<file path="config.mk">
export PLATFORM = sky130hd
export DESIGN_NAME = gpr_file
export DESIGN_NICKNAME = d
export VERILOG_FILES = /design/src/rtl/gpr_file_pkg.sv /design/src/rtl/gpr_file_read_port.sv /design/src/rtl/gpr_file.sv
export SDC_FILE = /design/constraint.sdc
export NUM_CORES = 2
export LEC_CHECK = 0
export ABC_CLOCK_PERIOD_IN_PS = 45200
export CORE_ASPECT_RATIO = 0.9
export CORE_MARGIN = 5
export CORE_UTILIZATION = 36
export CTS_BUF_LIST = sky130_fd_sc_hd__clkbuf_8
export DETAILED_ROUTE_END_ITERATION = 10
export SLEW_MARGIN = 20
export SYNTH_ARGS = -nofsm -noshare
export SYNTH_HDL_FRONTEND = slang
export SYNTH_HIERARCHICAL = 1
export SYNTH_SLANG_ARGS = --single-unit
</file>
<file path="constraint.sdc">
create_clock -name i_Clock -period 45.2 [get_ports i_Clock]
set_clock_uncertainty 0.1 [all_clocks]
set_input_delay 9.04 -clock i_Clock [delete_from_list [all_inputs] [get_ports i_Clock]]
set_output_delay 9.04 -clock i_Clock [all_outputs]
set_load 0.02 [all_outputs]
</file>
<file path="src/rtl/gpr_file_pkg.sv">
// Shared core definitions for the general-purpose register file.
package gpr_file_pkg;

    // Default geometry of the integer register file
    localparam int GPR_DATA_WIDTH = 32;
    localparam int GPR_REG_WIDTH  = 5;
    localparam int GPR_CNT_WIDTH  = 32;

    typedef logic [GPR_REG_WIDTH-1:0]  reg_addr_t;
    typedef logic [GPR_DATA_WIDTH-1:0] reg_data_t;

    // Address of the hard-wired zero register x0
    localparam reg_addr_t REG_ZERO = '0;

    // True when a write with these attributes actually updates a stored register
    function automatic logic is_commit(input logic wr_enable, input logic is_x0);
        is_commit = wr_enable & ~is_x0;
    endfunction

endpackage : gpr_file_pkg

</file>
<file path="src/rtl/gpr_file_read_port.sv">
// One combinational read port: x0 forcing, write-first bypass, storage mux.
module gpr_read_port
    import gpr_file_pkg::*;
#(
    parameter int DATA_WIDTH = GPR_DATA_WIDTH,
    parameter int REG_WIDTH  = GPR_REG_WIDTH
) (
    input  logic [DATA_WIDTH-1:0] storage [2**REG_WIDTH],
    input  logic [REG_WIDTH-1:0]  rd_addr,
    input  logic                  wr_enable,
    input  logic [REG_WIDTH-1:0]  wr_addr,
    input  logic [DATA_WIDTH-1:0] wr_data,
    output logic [DATA_WIDTH-1:0] rd_data
);

    logic rd_is_x0_s;
    logic wr_is_x0_s;
    logic bypass_s;

    assign rd_is_x0_s = (rd_addr == REG_WIDTH'(REG_ZERO));
    assign wr_is_x0_s = (wr_addr == REG_WIDTH'(REG_ZERO));
    assign bypass_s   = is_commit(wr_enable, wr_is_x0_s) && (wr_addr == rd_addr);

    // Select zero for x0, in-flight write data on an address match, else stored value
    always_comb begin
        rd_data = {DATA_WIDTH{1'b0}};
        if (rd_is_x0_s) begin
            rd_data = {DATA_WIDTH{1'b0}};
        end else if (bypass_s) begin
            rd_data = wr_data;
        end else begin
            rd_data = storage[rd_addr];
        end
    end

endmodule : gpr_read_port

</file>
<file path="src/rtl/gpr_file.sv">
// General-purpose register file: one write port from MEM/WB, two bypassed
// operand read ports for ID, a registered debug read port and a write counter.
module gpr_file
    import gpr_file_pkg::*;
#(
    parameter int DATA_WIDTH = GPR_DATA_WIDTH,
    parameter int REG_WIDTH  = GPR_REG_WIDTH,
    parameter int CNT_WIDTH  = GPR_CNT_WIDTH
) (
    input  logic                  i_Clock,
    input  logic                  i_Reset,
    input  logic [REG_WIDTH-1:0]  i_WrAddr,
    input  logic                  i_WrEnable,
    input  logic [DATA_WIDTH-1:0] i_WrData,
    input  logic [REG_WIDTH-1:0]  i_RdAddrA,
    output logic [DATA_WIDTH-1:0] o_RdDataA,
    input  logic [REG_WIDTH-1:0]  i_RdAddrB,
    output logic [DATA_WIDTH-1:0] o_RdDataB,
    input  logic [REG_WIDTH-1:0]  i_DbgRdAddr,
    input  logic                  i_DbgRdReq,
    output logic [DATA_WIDTH-1:0] o_DbgRdData,
    output logic                  o_DbgRdValid,
    output logic [CNT_WIDTH-1:0]  o_WrCount
);

    localparam int NUM_REGS = 2**REG_WIDTH;

    // x1..xN-1 are flops; x0 exists only as a constant in the read view
    logic [DATA_WIDTH-1:0] regs_r    [1:NUM_REGS-1];
    logic [DATA_WIDTH-1:0] storage_s [NUM_REGS];
    logic [DATA_WIDTH-1:0] dbg_mux_s;
    logic [DATA_WIDTH-1:0] dbg_rd_data_r;
    logic                  dbg_rd_valid_r;
    logic [CNT_WIDTH-1:0]  wr_count_r;
    logic                  wr_commit_s;

    assign wr_commit_s = is_commit(i_WrEnable, (i_WrAddr == REG_WIDTH'(REG_ZERO)));

    // Build the full read view with x0 pinned to zero
    always_comb begin
        storage_s[0] = {DATA_WIDTH{1'b0}};
        for (int i = 1; i < NUM_REGS; i++) begin
            storage_s[i] = regs_r[i];
        end
    end

    // Register storage: reset clears everything, a committed write updates one entry
    always_ff @(posedge i_Clock or posedge i_Reset) begin
        if (i_Reset) begin
            for (int i = 1; i < NUM_REGS; i++) begin
                regs_r[i] <= {DATA_WIDTH{1'b0}};
            end
        end else begin
            for (int i = 1; i < NUM_REGS; i++) begin
                if (wr_commit_s && (i_WrAddr == REG_WIDTH'(i))) begin
                    regs_r[i] <= i_WrData;
                end else begin
                    regs_r[i] <= regs_r[i];
                end
            end
        end
    end

    // Retired-write counter, wraps naturally at its width
    always_ff @(posedge i_Clock or posedge i_Reset) begin
        if (i_Reset) begin
            wr_count_r <= {CNT_WIDTH{1'b0}};
        end else if (wr_commit_s) begin
            wr_count_r <= wr_count_r + {{(CNT_WIDTH-1){1'b0}}, 1'b1};
        end else begin
            wr_count_r <= wr_count_r;
        end
    end

    // Debug read: capture the bypassed value on request; data holds otherwise
    always_ff @(posedge i_Clock or posedge i_Reset) begin
        if (i_Reset) begin
            dbg_rd_data_r  <= {DATA_WIDTH{1'b0}};
            dbg_rd_valid_r <= 1'b0;
        end else if (i_DbgRdReq) begin
            dbg_rd_data_r  <= dbg_mux_s;
            dbg_rd_valid_r <= 1'b1;
        end else begin
            dbg_rd_data_r  <= dbg_rd_data_r;
            dbg_rd_valid_r <= 1'b0;
        end
    end

    gpr_read_port #(
        .DATA_WIDTH (DATA_WIDTH),
        .REG_WIDTH  (REG_WIDTH)
    ) u_port_a (
        .storage   (storage_s),
        .rd_addr   (i_RdAddrA),
        .wr_enable (i_WrEnable),
        .wr_addr   (i_WrAddr),
        .wr_data   (i_WrData),
        .rd_data   (o_RdDataA)
    );

    gpr_read_port #(
        .DATA_WIDTH (DATA_WIDTH),
        .REG_WIDTH  (REG_WIDTH)
    ) u_port_b (
        .storage   (storage_s),
        .rd_addr   (i_RdAddrB),
        .wr_enable (i_WrEnable),
        .wr_addr   (i_WrAddr),
        .wr_data   (i_WrData),
        .rd_data   (o_RdDataB)
    );

    gpr_read_port #(
        .DATA_WIDTH (DATA_WIDTH),
        .REG_WIDTH  (REG_WIDTH)
    ) u_port_dbg (
        .storage   (storage_s),
        .rd_addr   (i_DbgRdAddr),
        .wr_enable (i_WrEnable),
        .wr_addr   (i_WrAddr),
        .wr_data   (i_WrData),
        .rd_data   (dbg_mux_s)
    );

    assign o_DbgRdData  = dbg_rd_data_r;
    assign o_DbgRdValid = dbg_rd_valid_r;
    assign o_WrCount    = wr_count_r;

endmodule : gpr_file

</file>
==> flow_summary.json <==
{
  "ys_seq_area_share_pct": 39.54,
  "die_h_um": 419.0,
  "cp.required_ns": 36.06,
  "gp_congestion": 0.8631,
  "period_share_pct": 50.41,
  "hold-worst-slack_ns": 0.3792,
  "die_area_um2": 194600,
  "yosysMostFrequentCell": "dfrtp_1",
  "numCtsBuffers": 187,
  "overflow": 0,
  "p_switching_uw": 968.2,
  "avgSynthCellArea_um2": 14.10,
  "crit_start": "i_RdAddrA[0]",
  "power.density_nw_per_um2": 41.12,
  "synth-xor-area-share_pct": 0.5629,
  "cts_hold_buf": 0,
  "netlist_instances": 4745,
  "synthArstFlopShare_pct": 100.0,
  "slowest_stage": "buf_4",
  "setup_viol": 0,
  "ir_drop_v": 0.00002498,
  "final_util_pct": 40.08,
  "synthFlopType": "dfrtp_1",
  "synth_top_cell_area_share_pct": 39.54,
  "synthTopCellsByCount": "dfrtp_1 (1057), mux2_2 (983), mux4_2 (564)",
  "dp_hpwl_mm": 145.2,
  "p_sw_share_pct": 31.72,
  "drv_slew": 0,
  "cts_setup_buffers": 0,
  "clk_latency_ns": 0.94,
  "wirelength_mm": 241.9,
  "path_class": "input port to output port",
  "hold_viol": 0,
  "hold_class": "flop to flop",
  "final_cells": 7442,
  "root_buffer": "clkbuf_8",
  "ys_types": 70,
  "io_pins": 185,
  "yosys_warnings": 6,
  "antenna_found_initial": 13,
  "status": "finished clean",
  "via_per_inst": 6.392,
  "max_clock_freq_mhz": 43.89,
  "numClockSinks": 1057,
  "fin_tns_setup_ns": 0,
  "start_util_pct": 36.12,
  "power.internal_mw": 2.084,
  "rr_startpoint": "regs_r[441]$_DFFE_PP0P_",
  "path_max_fanout": 74,
  "syn_to_final_growth_pct": 10.96,
  "path_common_cell": "buf_4",
  "drc_errors": 0,
  "synth.area.mux_share_pct": 44.09,
  "grt_pass1_wl_mm": 349.7,
  "synth_compound_area_share_pct": 7.857,
  "p_seq_share_pct": 42.9,
  "first_pass_iters": 8,
  "ctsHtreeMaxLevel": 4,
  "cts_tree": "done",
  "die_w_um": 464.4,
  "critPathLaunchType": "input port",
  "p_comb_share_pct": 26.6,
  "max_stage_delay_ns": 0.93,
  "synth_fa_ha_area_share_pct": 0.01870,
  "syn_area_um2": 66900,
  "min_from": "o_WrCount[31]$_DFFE_PP0P_",
  "port_buffers": 184,
  "relSlewSlack_pct": 18.23,
  "dp.cells": 7096,
  "wl_per_cell_um": 32.51,
  "clk_pin_slew_ns": 0.05,
  "cellLeakagePower_nw": 31.33,
  "ant_nets": 0,
  "power_frac_clock_pct": 30.6,
  "final.min_clock_period_ns": 22.79,
  "nNetsFinal": 4910,
  "path_buf_inv": 4,
  "tightest_slew_ns": 1.224,
  "synth_edf_count": 0,
  "grt_usage_pct": 24.41,
  "cp.arrival_ns": 13.65,
  "post_cts_resized": 0,
  "grt_max_degree": 171,
  "drive_gt1_share_pct": 43.67,
  "num_vias": 47570,
  "r2r_slack_ns": 42.83,
  "crit_family": "buffers and inverters",
  "synth_top_family_by_area": "multiplexers",
  "grt_pass1_vias": 47810,
  "first_iter_violations": 5329,
  "rsz0062_at_grt": "no",
  "yosysTopAreaCell": "dfrtp_1",
  "synth_area_leaders": "dfrtp_1 (40%), mux4_2 (19%), mux2_2 (17%), mux2i_1 (6.4%), a22oi_1 (2.3%)",
  "fp.coreArea_um2": 185200,
  "row_count": 150,
  "crit_path_cell_trace": "buf_8 > buf_4 > buf_4 > mux4_2 > mux2i_1 > a2111oi_2 > o221a_1 > clkdlybuf4s50_1",
  "clockBufferDepth": 3,
  "synthSimpleGateAreaFrac_pct": 2.867,
  "fillCellCount": 17080,
  "drv_cap": 0,
  "critPathCaptureType": "output port",
  "yosys_register_bits": 1057
}
[per-layer routing]
metal / wire length, um / vias up / track usage (%) / share of wire (%)
li1: - / 19010 / - / -
met1: 95010 / 25320 / 31.80 / 39
met2: 111300 / 2568 / 38.15 / 46
met3: 20700 / 672 / 5.009 / 8.6
met4: 14870 / 2 / 13.69 / 6.1
met5: 13 / - / 0 / 0.0054
[sequential cells by signal (all words and copies together) (netlist names)]
register      count
regs_r          992
o_DbgRdValid      1
o_DbgRdData      32
o_WrCount        32
[through the flow]
stage	worst slack (ns)	cell area, um^2	total power [mW]
2_1_floorplan	6.308	67260	1.873
3_3_place_gp	22.38	70340	2.096
3_5_place_dp	22.34	70330	2.122
4_1_cts	22.34	74230	3.060
5_1_grt	22.18	74240	3.184
6_report	22.41	74240	3.053
[cell type report]
type / count / area, um^2 / area share, %
sequential: 1057 / 26450 / 35.63
clock buffer: 243 / 3344 / 4.505
multi-input combinational: 3256 / 37740 / 50.83
tap: 2432 / 3043 / 4.099
clock inverter: 96 / 560.5 / 0.7550
timing repair buffer: 343 / 3048 / 4.106
inverter: 8 / 37.54 / 0.05056
antenna: 7 / 17.52 / 0.02360
[cell families after synthesis]
logic type / count (synthesis)
other cells: 1
compound gates: 630
xor+xnor: 43
fa+ha+maj: 1
simple gates: 393
flops: 1057
mux: 2093
buf+inv: 527
[placed cells by master (no fill, tap or decap), types with 15 or more instances in the layout]
cell	n
dfrtp_1	1057
mux2_2	983
mux4_2	564
mux2i_1	426
clkbuf_8	243
a22oi_1	207
clkdlybuf4s50_1	163
buf_4	158
nand2_1	148
conb_1	96
mux2_1	90
inv_1	63
nor2_1	60
o21ai_0	54
a21oi_1	45
o221ai_1	42
xnor2_1	39
a221o_1	36
a22o_1	33
a2111oi_2	33
o221a_1	33
mux2_4	30
o22ai_1	27
a221oi_1	24
nand4_1	21
nor3_1	21
clkinv_2	20
a22oi_2	18
nand3_1	17
nor2_2	15
[worst paths after layout]
check / endpoint / depth (start not counted)
max in group asynchronous: o_WrCount[9]$_DFFE_PP0P_ / 6
min in group asynchronous: regs_r[549]$_DFFE_PP0P_ / 2
setup / recovery: o_RdDataA[19] / 8
hold / removal: o_WrCount[31]$_DFFE_PP0P_ / 1
hold reg to reg: o_WrCount[31]$_DFFE_PP0P_ / 1
setup reg to reg: o_DbgRdData[25]$_DFFE_PP0P_ / 6
[power groups by stage]
stage | clock network, mW | logic (mW) | registers (mW)
after global placement | 0 | 0.790 | 1.31
after detailed placement | 0 | 0.803 | 1.32
after global routing | 0.993 | 0.856 | 1.34
final | 0.933 | 0.811 | 1.31
after CTS | 0.951 | 0.806 | 1.30
after floorplan | 0 | 0.598 | 1.28
Power figures use the tool's default switching activity.
